`src/rtl/apb_req_arbiter_if.sv`:
```
// Requester-side and APB-side signal bundle for apb_req_arbiter.
// master = arbiter view, slave = requesters plus APB bridge view.
interface apb_req_arbiter_if #(
  parameter int NUM_REQ    = 4,
  parameter int ADDR_WIDTH = 32,
  parameter int DATA_WIDTH = 32,
  parameter int STRB_WIDTH = 4
);
  logic [NUM_REQ-1:0]            req;
  logic [NUM_REQ-1:0]            req_write;
  logic [NUM_REQ*ADDR_WIDTH-1:0] req_addr;
  logic [NUM_REQ*DATA_WIDTH-1:0] req_wdata;
  logic [NUM_REQ*STRB_WIDTH-1:0] req_strb;
  logic [NUM_REQ*3-1:0]          req_prot;
  logic [NUM_REQ-1:0]            grant;
  logic [NUM_REQ-1:0]            done;
  logic [DATA_WIDTH-1:0]         rsp_rdata;
  logic                          rsp_err;

  logic [ADDR_WIDTH-1:0]         paddr;
  logic                          psel;
  logic                          penable;
  logic                          pwrite;
  logic [DATA_WIDTH-1:0]         pwdata;
  logic [STRB_WIDTH-1:0]         pstrb;
  logic [2:0]                    pprot;
  logic [DATA_WIDTH-1:0]         prdata;
  logic                          pready;
  logic                          pslverr;

  modport master (
    input  req, req_write, req_addr, req_wdata, req_strb, req_prot,
    output grant, done, rsp_rdata, rsp_err,
    output paddr, psel, penable, pwrite, pwdata, pstrb, pprot,
    input  prdata, pready, pslverr
  );

  modport slave (
    output req, req_write, req_addr, req_wdata, req_strb, req_prot,
    input  grant, done, rsp_rdata, rsp_err,
    input  paddr, psel, penable, pwrite, pwdata, pstrb, pprot,
    output prdata, pready, pslverr
  );
endinterface

```
`src/rtl/apb_req_arbiter.sv`:
```
// Round-robin arbiter sharing one APB master port among NUM_REQ requesters.
// Define APB_ARB_TIMEOUT_EN to end an ACCESS phase stuck without pready after TIMEOUT cycles.
module apb_req_arbiter #(
  parameter int NUM_REQ    = 4,
  parameter int ADDR_WIDTH = 32,
  parameter int DATA_WIDTH = 32,
  parameter int STRB_WIDTH = 4,
  parameter int TIMEOUT    = 16
) (
  input  logic              pclk,
  input  logic              presetn,
  apb_req_arbiter_if.master bus
);
  localparam int PW = (NUM_REQ > 1) ? $clog2(NUM_REQ) : 1;

  typedef enum logic [1:0] {S_IDLE, S_SETUP, S_ACCESS} state_t;
  state_t r_state, w_state_nxt;

  logic [PW-1:0]         r_ptr, w_ptr_nxt, r_owner, w_owner_nxt, w_win;
  logic                  w_found, w_tmo;
  logic [NUM_REQ-1:0]    w_req_m;
  logic                  r_psel, w_psel, r_penable, w_penable, r_pwrite, w_pwrite;
  logic [ADDR_WIDTH-1:0] r_paddr, w_paddr;
  logic [DATA_WIDTH-1:0] r_pwdata, w_pwdata, r_rdata, w_rdata;
  logic [STRB_WIDTH-1:0] r_pstrb, w_pstrb;
  logic [2:0]            r_pprot, w_pprot;
  logic [NUM_REQ-1:0]    r_grant, w_grant, r_done, w_done;
  logic                  r_err, w_err;

  // The owner's req is still high in its done cycle; mask it so it is not re-granted.
  always_comb begin
    w_req_m = bus.req & ~r_done;
    w_found = 1'b0;
    w_win   = r_ptr;
    for (int i = 0; i < NUM_REQ; i++) begin
      logic [PW:0] sum;
      sum = {1'b0, r_ptr} + (PW+1)'(i);
      if (sum >= (PW+1)'(NUM_REQ)) sum = sum - (PW+1)'(NUM_REQ);
      if (!w_found && w_req_m[sum[PW-1:0]]) begin
        w_found = 1'b1;
        w_win   = sum[PW-1:0];
      end
    end
  end

`ifdef APB_ARB_TIMEOUT_EN
  localparam int CW = $clog2(TIMEOUT + 1);
  logic [CW-1:0] r_cnt, w_cnt_nxt;

  always_comb begin
    w_cnt_nxt = r_cnt;
    if (r_state == S_SETUP)                          w_cnt_nxt = '0;
    else if (r_state == S_ACCESS && !bus.pready)     w_cnt_nxt = r_cnt + 1'b1;
  end

  assign w_tmo = (r_state == S_ACCESS) && !bus.pready && (r_cnt == CW'(TIMEOUT - 1));

  always_ff @(posedge pclk or negedge presetn) begin
    if (!presetn) r_cnt <= '0;
    else          r_cnt <= w_cnt_nxt;
  end
`else
  assign w_tmo = 1'b0;
`endif

  always_comb begin
    w_state_nxt = r_state;
    w_ptr_nxt   = r_ptr;
    w_owner_nxt = r_owner;
    w_psel      = r_psel;
    w_penable   = r_penable;
    w_pwrite    = r_pwrite;
    w_paddr     = r_paddr;
    w_pwdata    = r_pwdata;
    w_pstrb     = r_pstrb;
    w_pprot     = r_pprot;
    w_grant     = r_grant;
    w_done      = '0;
    w_rdata     = '0;
    w_err       = 1'b0;
    case (r_state)
      S_IDLE: if (w_found) begin
        w_state_nxt = S_SETUP;
        w_owner_nxt = w_win;
        w_grant     = NUM_REQ'(1) << w_win;
        w_psel      = 1'b1;
        w_penable   = 1'b0;
        w_pwrite    = bus.req_write[w_win];
        w_paddr     = bus.req_addr [w_win*ADDR_WIDTH +: ADDR_WIDTH];
        w_pwdata    = bus.req_wdata[w_win*DATA_WIDTH +: DATA_WIDTH];
        w_pstrb     = bus.req_strb [w_win*STRB_WIDTH +: STRB_WIDTH];
        w_pprot     = bus.req_prot [w_win*3 +: 3];
      end
      S_SETUP: begin
        w_state_nxt = S_ACCESS;
        w_penable   = 1'b1;
      end
      S_ACCESS: if (bus.pready || w_tmo) begin
        w_state_nxt = S_IDLE;
        w_psel      = 1'b0;
        w_penable   = 1'b0;
        w_grant     = '0;
        w_done      = r_grant;
        w_err       = bus.pready ? bus.pslverr : 1'b1;
        w_rdata     = (bus.pready && !r_pwrite) ? bus.prdata : '0;
        w_ptr_nxt   = (r_owner == PW'(NUM_REQ - 1)) ? '0 : r_owner + 1'b1;
      end
      default: w_state_nxt = S_IDLE;
    endcase
  end

  always_ff @(posedge pclk or negedge presetn) begin
    if (!presetn) begin
      r_state   <= S_IDLE;
      r_ptr     <= '0;
      r_owner   <= '0;
      r_psel    <= 1'b0;
      r_penable <= 1'b0;
      r_pwrite  <= 1'b0;
      r_paddr   <= '0;
      r_pwdata  <= '0;
      r_pstrb   <= '0;
      r_pprot   <= '0;
      r_grant   <= '0;
      r_done    <= '0;
      r_rdata   <= '0;
      r_err     <= 1'b0;
    end else begin
      r_state   <= w_state_nxt;
      r_ptr     <= w_ptr_nxt;
      r_owner   <= w_owner_nxt;
      r_psel    <= w_psel;
      r_penable <= w_penable;
      r_pwrite  <= w_pwrite;
      r_paddr   <= w_paddr;
      r_pwdata  <= w_pwdata;
      r_pstrb   <= w_pstrb;
      r_pprot   <= w_pprot;
      r_grant   <= w_grant;
      r_done    <= w_done;
      r_rdata   <= w_rdata;
      r_err     <= w_err;
    end
  end

  assign bus.psel      = r_psel;
  assign bus.penable   = r_penable;
  assign bus.pwrite    = r_pwrite;
  assign bus.paddr     = r_paddr;
  assign bus.pwdata    = r_pwdata;
  assign bus.pstrb     = r_pstrb;
  assign bus.pprot     = r_pprot;
  assign bus.grant     = r_grant;
  assign bus.done      = r_done;
  assign bus.rsp_rdata = r_rdata;
  assign bus.rsp_err   = r_err;
endmodule

```
`src/flat_wrapper.sv`:
```
// flat-port wrapper written by rule: the top's interface ports become plain ports
module apb_req_arbiter_flat 
#(
  parameter int NUM_REQ    = 4,
  parameter int ADDR_WIDTH = 32,
  parameter int DATA_WIDTH = 32,
  parameter int STRB_WIDTH = 4,
  parameter int TIMEOUT    = 16
)
  (pclk, presetn, bus_req, bus_req_write, bus_req_addr, bus_req_wdata, bus_req_strb, bus_req_prot, bus_grant, bus_done, bus_rsp_rdata, bus_rsp_err, bus_paddr, bus_psel, bus_penable, bus_pwrite, bus_pwdata, bus_pstrb, bus_pprot, bus_prdata, bus_pready, bus_pslverr);
  apb_req_arbiter_if #(.NUM_REQ(NUM_REQ), .ADDR_WIDTH(ADDR_WIDTH), .DATA_WIDTH(DATA_WIDTH), .STRB_WIDTH(STRB_WIDTH)) bus_i ();
  input  logic pclk;
  input  logic presetn;
  input wire logic [$bits(bus_i.req)-1:0] bus_req;
  input wire logic [$bits(bus_i.req_write)-1:0] bus_req_write;
  input wire logic [$bits(bus_i.req_addr)-1:0] bus_req_addr;
  input wire logic [$bits(bus_i.req_wdata)-1:0] bus_req_wdata;
  input wire logic [$bits(bus_i.req_strb)-1:0] bus_req_strb;
  input wire logic [$bits(bus_i.req_prot)-1:0] bus_req_prot;
  output wire logic [$bits(bus_i.grant)-1:0] bus_grant;
  output wire logic [$bits(bus_i.done)-1:0] bus_done;
  output wire logic [$bits(bus_i.rsp_rdata)-1:0] bus_rsp_rdata;
  output wire logic [$bits(bus_i.rsp_err)-1:0] bus_rsp_err;
  output wire logic [$bits(bus_i.paddr)-1:0] bus_paddr;
  output wire logic [$bits(bus_i.psel)-1:0] bus_psel;
  output wire logic [$bits(bus_i.penable)-1:0] bus_penable;
  output wire logic [$bits(bus_i.pwrite)-1:0] bus_pwrite;
  output wire logic [$bits(bus_i.pwdata)-1:0] bus_pwdata;
  output wire logic [$bits(bus_i.pstrb)-1:0] bus_pstrb;
  output wire logic [$bits(bus_i.pprot)-1:0] bus_pprot;
  input wire logic [$bits(bus_i.prdata)-1:0] bus_prdata;
  input wire logic [$bits(bus_i.pready)-1:0] bus_pready;
  input wire logic [$bits(bus_i.pslverr)-1:0] bus_pslverr;
  assign bus_i.req = bus_req;
  assign bus_i.req_write = bus_req_write;
  assign bus_i.req_addr = bus_req_addr;
  assign bus_i.req_wdata = bus_req_wdata;
  assign bus_i.req_strb = bus_req_strb;
  assign bus_i.req_prot = bus_req_prot;
  assign bus_grant = bus_i.grant;
  assign bus_done = bus_i.done;
  assign bus_rsp_rdata = bus_i.rsp_rdata;
  assign bus_rsp_err = bus_i.rsp_err;
  assign bus_paddr = bus_i.paddr;
  assign bus_psel = bus_i.psel;
  assign bus_penable = bus_i.penable;
  assign bus_pwrite = bus_i.pwrite;
  assign bus_pwdata = bus_i.pwdata;
  assign bus_pstrb = bus_i.pstrb;
  assign bus_pprot = bus_i.pprot;
  assign bus_i.prdata = bus_prdata;
  assign bus_i.pready = bus_pready;
  assign bus_i.pslverr = bus_pslverr;
  apb_req_arbiter #(.NUM_REQ(NUM_REQ), .ADDR_WIDTH(ADDR_WIDTH), .DATA_WIDTH(DATA_WIDTH), .STRB_WIDTH(STRB_WIDTH), .TIMEOUT(TIMEOUT)) u_core (.pclk(pclk), .presetn(presetn), .bus(bus_i));
endmodule
```
`config.mk`:
```
export PLATFORM = sky130hd
export DESIGN_NAME = apb_req_arbiter_flat
export DESIGN_NICKNAME = d
export VERILOG_FILES = /design/src/rtl/apb_req_arbiter_if.sv /design/src/rtl/apb_req_arbiter.sv /design/src/flat_wrapper.sv
export SDC_FILE = /design/constraint.sdc
export NUM_CORES = 1
export LEC_CHECK = 0
export CELL_PAD_IN_SITES_DETAIL_PLACEMENT = 1
export CELL_PAD_IN_SITES_GLOBAL_PLACEMENT = 1
export CORE_ASPECT_RATIO = 0.8
export CORE_MARGIN = 1.5
export CORE_UTILIZATION = 23
export CTS_CLUSTER_DIAMETER = 30
export DETAILED_ROUTE_END_ITERATION = 12
export PLACE_DENSITY_LB_ADDON = 0.15
export SKIP_LAST_GASP = 1
export SLEW_MARGIN = 20
export SYNTH_ARGS = -nofsm -noshare
export SYNTH_HDL_FRONTEND = slang
export SYNTH_SLANG_ARGS = --single-unit
```
`constraint.sdc`:
```
create_clock -name pclk -period 1.7 [get_ports pclk]
set_input_delay 0.34 -clock pclk [delete_from_list [all_inputs] [get_ports pclk]]
set_output_delay 0.34 -clock pclk [all_outputs]
set_load 0.1 [all_outputs]
```
* After elaboration in Yosys (flattened, before gate mapping) *
Index checks and enable logic that the tools add are counted.

cells by class
  add/sub/neg operators = 8
  multipliers = 1
  shift operators = 5
  equal/unequal tests = 5
  multiplexer cells = 41
  reductions and logical operators = 16
  bitwise gates (word level) = 2
  order comparisons = 9
  divide/modulo/power cells = 0

operators by type and width
  kind                 number
  $shiftx 128x8->32    2
  $mux 32              3
  $mux 2               11
  $mux 4               4
  $shiftx 16x5->4      1
  $lt 2x3->1 const B   5
  $mux 1               14
  $shiftx 12x5->3      1
  $bmux 1 s2           5
  $ge 3x3->1 const B   3
  $pmux 4 s2           1
  $sub 2x1->2 const B  4
  $add 2x2->3 const B  2
  $pmux 2 s3           1
  $reduce_and 2->1     3
  $reduce_and 3->1     2
  $and 4x4->4          1
  $eq 2x2->1 const B   2
  $logic_and 1x1->1    4
  $logic_not 1->1      4
  $mul 2x2->4 const B  1
  $not 4->4            1
  $shl 1x2->4 const A  1
  $add 2x1->3 const B  1
  10 further kinds     10

storage, ports and cells
  memories = 0
  word-level logic and storage cells = 101
  bits in read-only memories = 0
  bits in writable memories = 0
  output and inout bits = 115
  input port bits = 328
  bits in latches = 0
  register bits after elaboration = 121

* Longest topological paths before layout *
  depth after elaboration = 17
  gate-level depth with buffers = 11
  gate-level depth less buffers = 7

* Worst setup path after synthesis *
OpenSTA, ideal clock, no wires.

  kind = flip-flop to flip-flop
  from = reg u_core.r_done[2], in the netlist u_core.bus.done[2]
  to = reg u_core.r_paddr[0], in the netlist u_core.bus.paddr[0]
  clock period less this slack = 2370 ps
  setup time = 121 ps
  data required time = 1579 ps
  arrival = 2249 ps
  buffers on the path = 3
  setup slack = -670 ps
  cell stages (with the launch flop) = 10
  path through = dfrtp_1 nand2b_1 buf_6 nand2_2 nor3_1 or3_1 buf_6 buf_6 a221o_1 o22a_1

between the ends
  word-level cells in the longest chain between the ends = 15
  elaborated cells on any way between the ends = 26
  classes of those cells = 1 x shift; 16 x mux; 2 x bitwise; 7 x reduce/logical

RTL lines
  element                                                line                    text
  start, declared                                        apb_req_arbiter.sv:27   logic [NUM_REQ-1:0] r_grant, w_grant, r_done, w_done;
  start signal, assigned                                 apb_req_arbiter.sv:140  r_done <= w_done;
  $not 4->4 (*)                                          apb_req_arbiter.sv:32   w_req_m = bus.req & ~r_done;
  $and 4x4->4 (*)                                        apb_req_arbiter.sv:32
  $bmux 1 s2                                             apb_req_arbiter.sv:39   if (!w_found && w_req_m[sum[PW-1:0]]) begin
  $mux 1 (implied by the code)                           apb_req_arbiter.sv:39
  $mux 1                                                 apb_req_arbiter.sv:39
  $logic_not 1->1                                        apb_req_arbiter.sv:39
  $logic_and 1x1->1                                      apb_req_arbiter.sv:39
  $mux 1                                                 apb_req_arbiter.sv:39
  $logic_not 1->1                                        apb_req_arbiter.sv:39
  $logic_and 1x1->1                                      apb_req_arbiter.sv:39
  $mux 1                                                 apb_req_arbiter.sv:39
  $logic_not 1->1                                        apb_req_arbiter.sv:39
  $logic_and 1x1->1                                      apb_req_arbiter.sv:39
  $mux 2 or $mux 1 (tied branches)                       apb_req_arbiter.sv:39
  $shiftx 128x8->32 or $reduce_and 2->1 (tied branches)  -
  end signal, assigned                                   apb_req_arbiter.sv:135  r_paddr <= w_paddr;
  end, declared                                          apb_req_arbiter.sv:23   logic [ADDR_WIDTH-1:0] r_paddr, w_paddr;

Mark *: on every way between the ends. The rest lies on a longest branch, timed or not. The select of a mux whose other input is x is not followed.
A chain may end at the register's enable or synchronous reset.

* Worst setup path after layout *
  from = reg u_core.r_done[0], in the netlist u_core.bus.done[0]
  to = reg u_core.r_paddr[2], in the netlist u_core.bus.paddr[2]

The elaborated chain is that of the path after synthesis.

==> run summary <==
status = finished with violations
count of input and output buffers = 442
final worst path period share = 123%
number of fill cells = 3018
cell breakdown of the critical path = and2b_2, a22oi_2, o22a_4, buf_6, buf_16, and3_1, o21ai_1, a21oi_1
data arrival at the endpoint of the critical path = 2400 ps
worst-case hold slack = 373 ps
Reg-to-Reg End = u_core.bus.paddr[2]
R2R Path Start = u_core.bus.done[0]
flip-flop and latch count after synthesis = 121
portion of the post-synthesis area used by sequential elements = 45.5%
setup ws final = -394 ps
endpoint type of the worst setup path = register
maximum clock skew at final layout = 10.3 ps
per-instance average area after synthesis = 9.28 um2
DIE AREA = 30000 um2
average via count per standard cell = 5.06
per-cell routed wire length = 24.0 um
root buffer cell = clkbuf_16
Max-Slew Margin vs Limit = 70.7%
Max IR drop VDD = 1.49 mV
sequential cell area = 3040 um2
antenna violations before repair = 4
Placeable Area = 28400 um2
detailed-routing iteration count for the pre-antenna-repair pass = 4
detailed-route via count = 8045
clock tree sinks = 121
starting density of the core = 23.5%
count of unresolved DRC violations after routing = 0
area leader, netlist = dfrtp_1
count of final max-slew check failures = 0
Synth Flop Type = dfrtp_1
total number of H-tree levels = 4
die boundary height = 155 um
failing checks = negative setup slack
Ports = 443
mapped cell area = 6660 um2
sum of negative setup slack = -26590 ps
total number of nets in the final design = 1534
endpoint required time on the critical path = 2000 ps
Worst-Skew Late Latency = 420 ps
ratio of total power to cell area = 2150 nW/um2
Finish-stage setup viols = 79
worst setup slack before clock tree synthesis = -904 ps
Reg2Reg Setup Slack = -390 ps
logic depth of the worst path, buffers included = 8
count of synthesis-stage warnings from yosys = 0
total buffers and inverters traversed by the critical path = 2
number of instances in the synthesized netlist = 718
depth of the most critical reg-to-reg path = 8
fraction of final layout cells sized beyond drive strength 1 = 27.9%
Initial DRC Count = 279
post-layout minimum cycle time = 2090 ps
synth unique cells = 39
slowest stage cell on the critical path = dfrtp_4
Net Count, Synth = 1047
Tightest Pin Transition = 435 ps
final hold viol count = 0
area taken by multi-input logic gates = 3830 um2
Global Route Usage Sum = 23.2%
number of synthesized flops with an enable pin = 0
TritonCTS clock tree = yes
Slowest Stage Delay on Critical Path = 480 ps
RSZ-0062 raised after global routing = yes
via count of the first global-routing pass = 8620
Final Wtd Congestion = 0.847
share of flip-flops with an asynchronous set or reset = 100%
growth of design area from synthesis to finish = 124%
maximum capacitance violations = 0
Yosys top cell area share = 45.5%
Overflow after GRT = 0
synth cell count leaders = dfrtp_1, a21oi_1, o21ai_0, nor2_1, a221oi_1
CTS clk-pin slew, worst paths = 60 ps
total leakage power = 0.00617 uW
total CTS buffers = 17
global-route wire length before repair = 53.1 mm
dominant delay contributor by cell family on the critical path = compound AO/OA/AOI/OAI gates
largest cells by area after synthesis = dfrtp_1, a21oi_1, a221oi_1, a221o_1, o21ai_0
Detail Route Antenna Nets = 0
number of buffers on the longest clock path = 2
path type of the worst min-delay path = in2async
crit start category = register
top-count cell post-synth = dfrtp_1
maximum clock frequency = 478 MHz
pin count of the biggest net entering global routing = 59
post-detailed-routing wire length = 38.1 mm
x dimension of the die = 193 um
Pwr Total = 32000 uW
peak fanout along the critical path = 9
DP Wirelength = 25.3 mm
startpoint-to-endpoint class of the critical path = reg2reg
# rows = 55
[placed cells by master (no fill, tap or decap), types with 3 or more instances in the layout]
cell             count
clkbuf_16           24
a21oi_1             66
inv_6                9
and2_1              37
nor2_1              44
nand2b_4             3
a21boi_0            38
o21ai_1             27
nand2_1             19
buf_6               15
a221oi_4             9
dfrtp_4              4
o22a_1              32
buf_16               5
a221o_1             32
nand3_1             35
o21ai_2              4
o21ai_0             49
buf_12             140
buf_4               46
clkdlybuf4s50_1    325
a221oi_2            32
inv_8                4
a21oi_2              9
dfrtp_1            117
and3_1              40
buf_8                4
[area by class of cell]
class                   instances  area share, %
flip-flops and latches        121           20.4
well taps                     370           3.11
multi-input cells             518           25.7
diodes                          1         0.0168
clock inverters                15          0.932
clock buffers                  17           2.85
inverters                       2         0.0839
repair buffers                545           46.9
[what timing repair did]
action | CTS | global route
pin swaps | 11 | 66
resized for setup | 50 | 71
cloned | 6 | 12
endpoints found under the hold margin | 24 | 0
setup endpoints to repair | 80 | 79
buffers inserted | 4 | 10
hold buffers | 1 | 0
[metrics by stage]
stage	std cells	cell area (um2)	utilization (%)
floorplan	718	6830	-
global placement	1523	13300	46.9
detailed placement	1523	13300	46.9
CTS	1566	14300	50.3
global route	1589	14900	52.6
finish	1589	14900	52.6
[routing by layer]
layer  GRT usage (%)  vias up  part of all wire (%)
met5               0        -                  0.11
met4            7.42        6                   2.6
met3            7.83       57                   7.5
met2            38.3      306                    47
met1            28.6     3983                    42
li1                -     3693                     -
[worst max-delay path by stage]
stage / from / to
after floorplan: u_core.bus.done[2] / u_core.bus.paddr[0]
after global placement: bus_req[3] / u_core.bus.pstrb[0]
after detailed placement: bus_req[3] / u_core.bus.pwdata[10]
after CTS: u_core.bus.done[0] / u_core.bus.pwdata[8]
after global routing: u_core.bus.done[0] / u_core.bus.paddr[2]
final: u_core.bus.done[0] / u_core.bus.paddr[2]
[cell families (layout without fill, tap and decap cells)]
logic type               Yosys count  in the layout  share of synthesized area [%]
AO/OA/AOI/OAI                    316            316                           32.5
AND/OR/NAND/NOR                  200            200                           15.6
flip-flops                       121            121                           45.5
buffers and inverters             79            579                           6.10
adder cells (fa/ha/maj)            1              1                          0.188
multiplexers                       1              1                          0.169
other                              0              1                              0
[state kept, by name, indices dropped and copies added (netlist names), 2 cells and up]
name                  flops
u_core.bus.paddr         32
u_core.bus.done           4
u_core.r_owner            2
u_core.bus.grant          4
u_core.bus.pstrb          4
u_core.bus.pprot          3
u_core.r_ptr              2
u_core.bus.rsp_rdata     32
u_core.r_state            2
u_core.bus.pwdata        32
[power by group]
group	total [uW]	switching (uW)	internal (uW)	leakage, uW
clock network	3580	1630	1940	0.000274
registers	5210	1190	4020	0.00146
logic	23200	13900	9320	0.00443
total	32000	16700	15300	0.00617
Note: power is estimated with default switching activity, not from simulation.
